`src/rtl/deco_frame_tx.sv`:
```
// Frame initiator for the Deco turbo decoder port. It accepts one coded frame, serializes it into
// start/data beats, waits for done or a timeout, and hands the result back over valid/ready.
module deco_frame_tx #(
  parameter int BEAT_W    = 21,
  parameter int NUM_BEATS = 4,
  parameter int OUT_W     = 5,
  parameter int TIMEOUT   = 1023
) (
  input  logic                        clk_p_i,
  input  logic                        reset_p_i,
  input  logic                        frame_valid_i,
  input  logic [BEAT_W*NUM_BEATS-1:0] frame_i,
  output logic                        frame_ready_o,
  output logic                        deco_start_o,
  output logic [BEAT_W-1:0]           deco_data_o,
  input  logic [OUT_W-1:0]            deco_data_i,
  input  logic                        deco_done_i,
  output logic                        res_valid_o,
  output logic [OUT_W-1:0]            res_data_o,
  output logic                        res_timeout_o,
  input  logic                        res_ready_i,
  output logic                        busy_o,
  output logic                        err_o,
  output logic [15:0]                 frame_cnt_o
);

  localparam int BW = (NUM_BEATS > 1) ? $clog2(NUM_BEATS) : 1;
  localparam int TW = (TIMEOUT > 1) ? $clog2(TIMEOUT + 1) : 1;
  localparam logic [BW-1:0] LAST_BEAT = BW'(NUM_BEATS - 1);
  localparam logic [TW-1:0] LAST_WAIT = TW'(TIMEOUT - 1);

  localparam logic [2:0] S_IDLE   = 3'd0;
  localparam logic [2:0] S_SEND   = 3'd1;
  localparam logic [2:0] S_HOLD   = 3'd2;
  localparam logic [2:0] S_WAIT   = 3'd3;
  localparam logic [2:0] S_RESULT = 3'd4;

  logic [2:0]                           state_q, state_d;
  logic [NUM_BEATS-1:0][BEAT_W-1:0]     frame_q, frame_d;
  logic [BW-1:0]                        beat_idx_q, beat_idx_d;
  logic [TW-1:0]                        wait_cnt_q, wait_cnt_d;
  logic                                 ready_q, ready_d;
  logic                                 start_q, start_d;
  logic [BEAT_W-1:0]                    data_q, data_d;
  logic                                 res_valid_q, res_valid_d;
  logic [OUT_W-1:0]                     res_data_q, res_data_d;
  logic                                 res_to_q, res_to_d;
  logic                                 busy_q, busy_d;
  logic                                 err_q, err_d;
  logic [15:0]                          cnt_q, cnt_d;

  // Every output register is computed together with the next state so the outputs
  // line up with the state they describe in the same cycle.
  always_comb begin
    // NOTE: every variable gets a default before the case so no path can infer a latch.
    state_d     = state_q;
    frame_d     = frame_q;
    beat_idx_d  = beat_idx_q;
    wait_cnt_d  = wait_cnt_q;
    ready_d     = ready_q;
    start_d     = start_q;
    data_d      = data_q;
    res_valid_d = res_valid_q;
    res_data_d  = res_data_q;
    res_to_d    = res_to_q;
    cnt_d       = cnt_q;
    err_d       = err_q | (deco_done_i && (state_q != S_WAIT));

    case (state_q)
      S_IDLE: begin
        if (frame_valid_i && ready_q) begin
          frame_d    = frame_i;
          beat_idx_d = '0;
          start_d    = 1'b1;
          data_d     = frame_i[BEAT_W-1:0];
          ready_d    = 1'b0;
          state_d    = S_SEND;
        end
      end
      S_SEND: begin
        if (beat_idx_q == LAST_BEAT) begin
          state_d = S_HOLD;
        end else begin
          beat_idx_d = beat_idx_q + BW'(1);
          data_d     = frame_q[beat_idx_d];
        end
      end
      S_HOLD: begin
        start_d    = 1'b0;
        data_d     = '0;
        wait_cnt_d = '0;
        state_d    = S_WAIT;
      end
      S_WAIT: begin
        // done is tested first so it wins over a simultaneous timeout
        if (deco_done_i) begin
          res_data_d  = deco_data_i;
          res_to_d    = 1'b0;
          res_valid_d = 1'b1;
          state_d     = S_RESULT;
        end else if (wait_cnt_q == LAST_WAIT) begin
          res_data_d  = '0;
          res_to_d    = 1'b1;
          res_valid_d = 1'b1;
          state_d     = S_RESULT;
        end else begin
          wait_cnt_d = wait_cnt_q + TW'(1);
        end
      end
      S_RESULT: begin
        if (res_valid_q && res_ready_i) begin
          cnt_d       = cnt_q + 16'd1;
          res_valid_d = 1'b0;
          ready_d     = 1'b1;
          state_d     = S_IDLE;
        end
      end
      default: begin
        ready_d = 1'b1;
        start_d = 1'b0;
        data_d  = '0;
        state_d = S_IDLE;
      end
    endcase

    busy_d = (state_d != S_IDLE);
  end

  always_ff @(posedge clk_p_i) begin
    // NOTE: sequential state uses non-blocking assignments so all registers update together.
    if (reset_p_i) begin
      state_q     <= S_IDLE;
      // NOTE: the frame buffer is an ordinary register here, so it is cleared like the rest.
      frame_q     <= '0;
      beat_idx_q  <= '0;
      wait_cnt_q  <= '0;
      ready_q     <= 1'b1;
      start_q     <= 1'b0;
      data_q      <= '0;
      res_valid_q <= 1'b0;
      res_data_q  <= '0;
      res_to_q    <= 1'b0;
      busy_q      <= 1'b0;
      err_q       <= 1'b0;
      cnt_q       <= '0;
    end else begin
      state_q     <= state_d;
      frame_q     <= frame_d;
      beat_idx_q  <= beat_idx_d;
      wait_cnt_q  <= wait_cnt_d;
      ready_q     <= ready_d;
      start_q     <= start_d;
      data_q      <= data_d;
      res_valid_q <= res_valid_d;
      res_data_q  <= res_data_d;
      res_to_q    <= res_to_d;
      busy_q      <= busy_d;
      err_q       <= err_d;
      cnt_q       <= cnt_d;
    end
  end

  assign frame_ready_o = ready_q;
  assign deco_start_o  = start_q;
  assign deco_data_o   = data_q;
  assign res_valid_o   = res_valid_q;
  assign res_data_o    = res_data_q;
  assign res_timeout_o = res_to_q;
  assign busy_o        = busy_q;
  assign err_o         = err_q;
  assign frame_cnt_o   = cnt_q;

endmodule
```
`config.mk`:
```
export PLATFORM = sky130hd
export DESIGN_NAME = deco_frame_tx
export DESIGN_NICKNAME = d
export VERILOG_FILES = /design/src/rtl/deco_frame_tx.sv
export SDC_FILE = /design/constraint.sdc
export NUM_CORES = 1
export LEC_CHECK = 0
export BUFFER_PORTS_ARGS = -buffer_cell sky130_fd_sc_hd__buf_2
export CORE_ASPECT_RATIO = 0.7
export CORE_MARGIN = 4
export CORE_UTILIZATION = 48
export DETAILED_ROUTE_END_ITERATION = 8
export GPL_TIMING_DRIVEN = 0
export PLACE_DENSITY = 0.75
export REMOVE_ABC_BUFFERS = 1
export SLEW_MARGIN = 20
export SYNTH_ARGS = -nofsm -noshare
export SYNTH_HDL_FRONTEND = slang
export SYNTH_SLANG_ARGS = --single-unit
```
`constraint.sdc`:
```
create_clock -name clk_p_i -period 2 [get_ports clk_p_i]
set_clock_uncertainty 0.15 [all_clocks]
set_input_delay 0.5 -clock clk_p_i [delete_from_list [all_inputs] [get_ports clk_p_i]]
set_output_delay 0.5 -clock clk_p_i [all_outputs]
set_load 0.05 [all_outputs]
```
# Word-level counts from Yosys, hierarchy flattened
# Cells that the tools add are included.
[classes]
addsub = 3
bitwise = 4
magnitude_cmp = 1
muxes = 29
n_reduce_logical = 21
eq_ne = 13
[op_table]
columns = ["cell", "count"]
rows = [
  ["$mux W21", 3],
  ["$pmux W21 S3", 1],
  ["$bmux W21 S2", 1],
  ["$mux W10", 2],
  ["$pmux W10 S2", 1],
  ["$add A16 B1 Y16 const B", 1],
  ["$mux W3", 5],
  ["$pmux W3 S5", 1],
  ["$reduce_and A3 Y1", 5],
  ["$add A10 B1 Y10 const B", 1],
  ["$eq A10 B10 Y1 const B", 1],
  ["$mux W5", 2],
  ["$ne A2 B2 Y1 const B", 5],
  ["$reduce_and A2 Y1", 4],
  ["$reduce_bool A2 Y1", 4],
  ["$mux W1", 7],
  ["$eq A3 B2 Y1 const B", 2],
  ["$reduce_or A3 Y1", 2],
  ["$mux W2", 2],
  ["$pmux W1 S2", 2],
  ["$pmux W2 S2", 1],
  ["$eq A3 B1 Y1 const B", 1],
  ["$eq A3 B3 Y1 const B", 1],
  ["$logic_and A1 B1 Y1", 3],
  ["11 further kinds", 13],
]
[word_totals]
output_inout_bits = 48
reg_bits = 147
elab_cells = 87
inputBits = 94

# Depth between registers and ports, before layout
[logic_depth]
depth_word = 5
mapped_depth = 8
depth_no_buf = 7

# Worst setup path before layout
# No wires, ideal clock.
[synth_path]
path_type = "reg-to-reg"
start = "reg wait_cnt_q[0]"
end = "reg wait_cnt_q[7]"
path_stages_with_launch = 8
path_buffers = 0
setup_slack_ns = -0.152
arrival_ns = 1.932
synth_period_minus_slack_ns = 2.152
required_ns = 1.780
setup_time_ns = 0.070
cell_sequence = "dfxtp_1 -> inv_1 -> ha_1 -> and4_1 -> a41o_4 -> a21o_4 -> or4_1 -> a21oi_1"
[synth_via]
elab_chain_cells = 4
elab_cells_between_ends = 7
cone_classes = "1 x add/sub; 2 x eq/ne; 3 x mux; 1 x reduce/logical"
[synth_rtl]
columns = ["item", "line", "rtl"]
rows = [
  ["start, declared", "41", "logic [TW-1:0] wait_cnt_q, wait_cnt_d;"],
  ["start signal, assigned", "150", "wait_cnt_q <= wait_cnt_d;"],
  ["$add A10 B1 Y10", "107", "wait_cnt_d = wait_cnt_q + TW'(1);"],
  ["$mux W10", "101", "end else if (wait_cnt_q == LAST_WAIT) begin"],
  ["$mux W10", "96", "if (deco_done_i) begin"],
  ["$pmux W10 S2", "69", "case (state_q)"],
]
# Several ways; a longest one is shown, not always the timed one. The select of a mux whose other input is x is not followed.
# A chain may end at the register's enable or synchronous reset.

# Final worst setup path
[layout_path]
start = "reg wait_cnt_q[0]"
end = "reg wait_cnt_q[9]"
# Same word-level chain as after synthesis.

==> results.yml <==
logic_synthesis:
  synthCells: 694
  yosysWarningCount: 0
  synthTopCellsByArea: "dfxtp_1, nand2_1, a21oi_1"
  synthFlopType: "dfxtp_1"
  postSynthAreaPerCell_um2: 8.72
  netlist_area_mm2: 0.00605
  yosys.area.top_type_share_pct: 48.6
  ys_seq_area_share_pct: 48.6
  yosysMostFrequentCell: "nand2_1"
  postSynth.asyncResetShare_pct: 0
  yosys.area.top_type: "dfxtp_1"
  ys_top_cells_by_count: "nand2_1, dfxtp_1, a21oi_1, nor2_1, clkbuf_1"
  ys_ff_latch: 147
  synthDistinctLibCells: 43
  synth_edf_count: 0
floorplan:
  die-area_mm2: 0.0145
  floorplan.initialDensity_pct: 48.9
  num_io_pins: 142
  row_count: 34
  core_mm2: 0.0124
  die_h_um: 102
  die_x_um: 142
routing:
  postRouteAntennaNets: 0
  vias: 5520
  drc: 0
  dr.pass1.iters: 5
  wl_per_cell_um: 16.3
  drt-initial-drc-count: 297
  wl_um: 16500
  via_per_inst: 5.45
clock_tree:
  cts_tree: "done"
  root_buffer: "clkbuf_16"
  path_clk_slew_ns: 0.06
  htreeDepth: 4
  cts_hold_buf: 0
  numCtsBuffers: 17
  clk_latency_ns: 0.40
  cts_buffer_depth: 2
  cts_sinks: 147
global_routing:
  grt_pass1_vias: 5218
  top_usage_layer: "met2"
  met3_usage_pct: 4.16
  grt_pass1_wl_um: 25900
  antenna_found_initial: 0
  grt.overflow.total: 0
  track_usage_pct: 22.3
  grt_max_degree: 80
  use_met2_pct: 35.6
  grt.met1_usage_pct: 30.9
timing:
  finalMaxSlewViolations: 0
  finalCritPeriodShare_pct: 101
  tightest_slew_ns: 0.603
  tns_ns: -0.0110
  relSlewSlack_pct: 59.8
  fmax_ghz: 0.497
  setup_ws_ns: -0.0110
  fin_crit_ns: 2.01
  rsz0062_at_grt: "yes"
  hold_violations: 0
  setup_viol: 1
power_and_ir_drop:
  cellLeakagePower_nw: 3.22
  powerDensity_mw_per_mm2: 947
  p_comb_share_pct: 16.4
  power_frac_clock_pct: 40.8
  p_int_mw: 5.41
  netSwitchingFraction_pct: 27.7
  power_switching_mw: 2.07
  power_frac_seq_pct: 42.8
  peakVddDrop_uv: 874
final_layout:
  finish.net_count: 937
  syn_to_final_growth_pct: 30.6
  n_antenna_cell: 0
  fin_util_pct: 63.8
  drive_above_1_share_pct: 30.9
  fillers: 1019
outcome:
  outcome: "complete, but fails checks"
  violations: "negative setup slack"
flow_run:
  maxCapViolCount: 0
critical_path:
  worst-path-max-fanout: 4
  critPathRequiredTime_ns: 2.19
  cp.arrival_ns: 2.20
  path_class: "register to register"
  startpoint_type: "register"
  crit_path_end_kind: "register"
hold_path:
  hold_path_class: "input pin to register"
place:
  io_buffers: 141
  place_congestion: 0.803
  hpwl_um: 9920
[cells in the final DEF, fill, tap and decap left out, types with 7 or more instances in the layout]
master     count
buf_2        140
nor3_1        24
xnor2_1        8
a21oi_1       96
buf_4         23
mux4_2        21
nor2_1        57
clkbuf_16     17
a221oi_2       7
nand4_1       10
dfxtp_1      140
nand2_1      179
xor2_1        11
a221oi_1      14
nand3_1        8
[path summary, 6_finish.rpt]
| path | startpoint | endpoint | slack (ns) | cells after the start |
|---|---|---|---|---|
| setup / recovery | wait_cnt_q[0] | wait_cnt_q[9] | -0.01 | 7 |
| hold reg to reg | frame_q[78] | frame_q[78] | 0.30 | 2 |
| setup reg to reg | wait_cnt_q[0] | wait_cnt_q[9] | -0.01 | 7 |
| hold / removal | frame_i[73] | frame_q[73] | 0.18 | 3 |
[layout make-up]
class                           instances  area [µm²]  share of cell area (%)
Clock inverter                         12         134                    1.69
Tap cell                              162         203                    2.57
Timing Repair Buffer                  175        1100                    14.0
Multi-Input combinational cell        491        3050                    38.5
Sequential cell                       147        2960                    37.5
Inverter                                7        26.3                   0.333
Clock buffer                           18         429                    5.43
[repair_timing]
item,4_1_cts,5_1_grt
setup buffers,12,10
setup endpoints to repair,123,82
hold endpoints to repair,0,0
pin swaps,11,6
resized for setup,25,12
cloned,3,0
[layer usage]
metal | up-vias | wire, µm
li1 | 2709 | -
met1 | 2625 | 7770
met2 | 169 | 7630
met3 | 17 | 934
met4 | 0 | 169
met5 | - | 0
[critical path, cell delays in order, from the launching register on]
cell	delay, ns
dfxtp_4	0.35
inv_2	0.04
ha_4	0.14
and4_4	0.14
a41o_4	0.29
a21o_4	0.22
or4_4	0.48
a21oi_2	0.14
[cells by family after synthesis]
logic type	count (synthesis)	synth area share, %
AO/OA/AOI/OAI	142	14.4
XOR/XNOR	19	2.75
adder cells (fa/ha/maj)	4	0.827
buffers and inverters	58	4.07
flip-flops	147	48.6
multiplexers	22	7.98
AND/OR/NAND/NOR	302	21.4
[registers in the layout, summed over array words and instances, names as in the netlist]
register and cells:
busy_o 1, res_timeout_o 1, deco_data_o 21, frame_ready_o 1, deco_start_o 1, res_valid_o 1, res_data_o 5, err_o 1
wait_cnt_q 10, frame_cnt_o 16, beat_idx_q 2, frame_q 84, state_q 3
[metrics by stage]
step	worst slack, ns	area [µm²]	std cells	hold slack, ns	power (mW)
floorplan	-2.10	5830	643	0.277	3.91
global placement	-5.28	6740	946	0.290	4.28
detailed placement	-0.666	6950	957	0.296	4.34
CTS	-0.0284	7750	1002	0.163	7.46
global route	-0.0535	7900	1012	0.171	7.75
finish	-0.0110	7900	1012	0.178	7.48
[power groups by stage]
stage          clock network [mW]  registers, mW  logic, mW
2_1_floorplan                   0           3.45      0.460
3_3_place_gp                    0           3.27       1.00
3_5_place_dp                    0           3.27       1.07
4_1_cts                      3.09           3.21       1.16
5_1_grt                      3.20           3.22       1.32
6_report                     3.05           3.20       1.22
(Power assumes the default switching activity.)
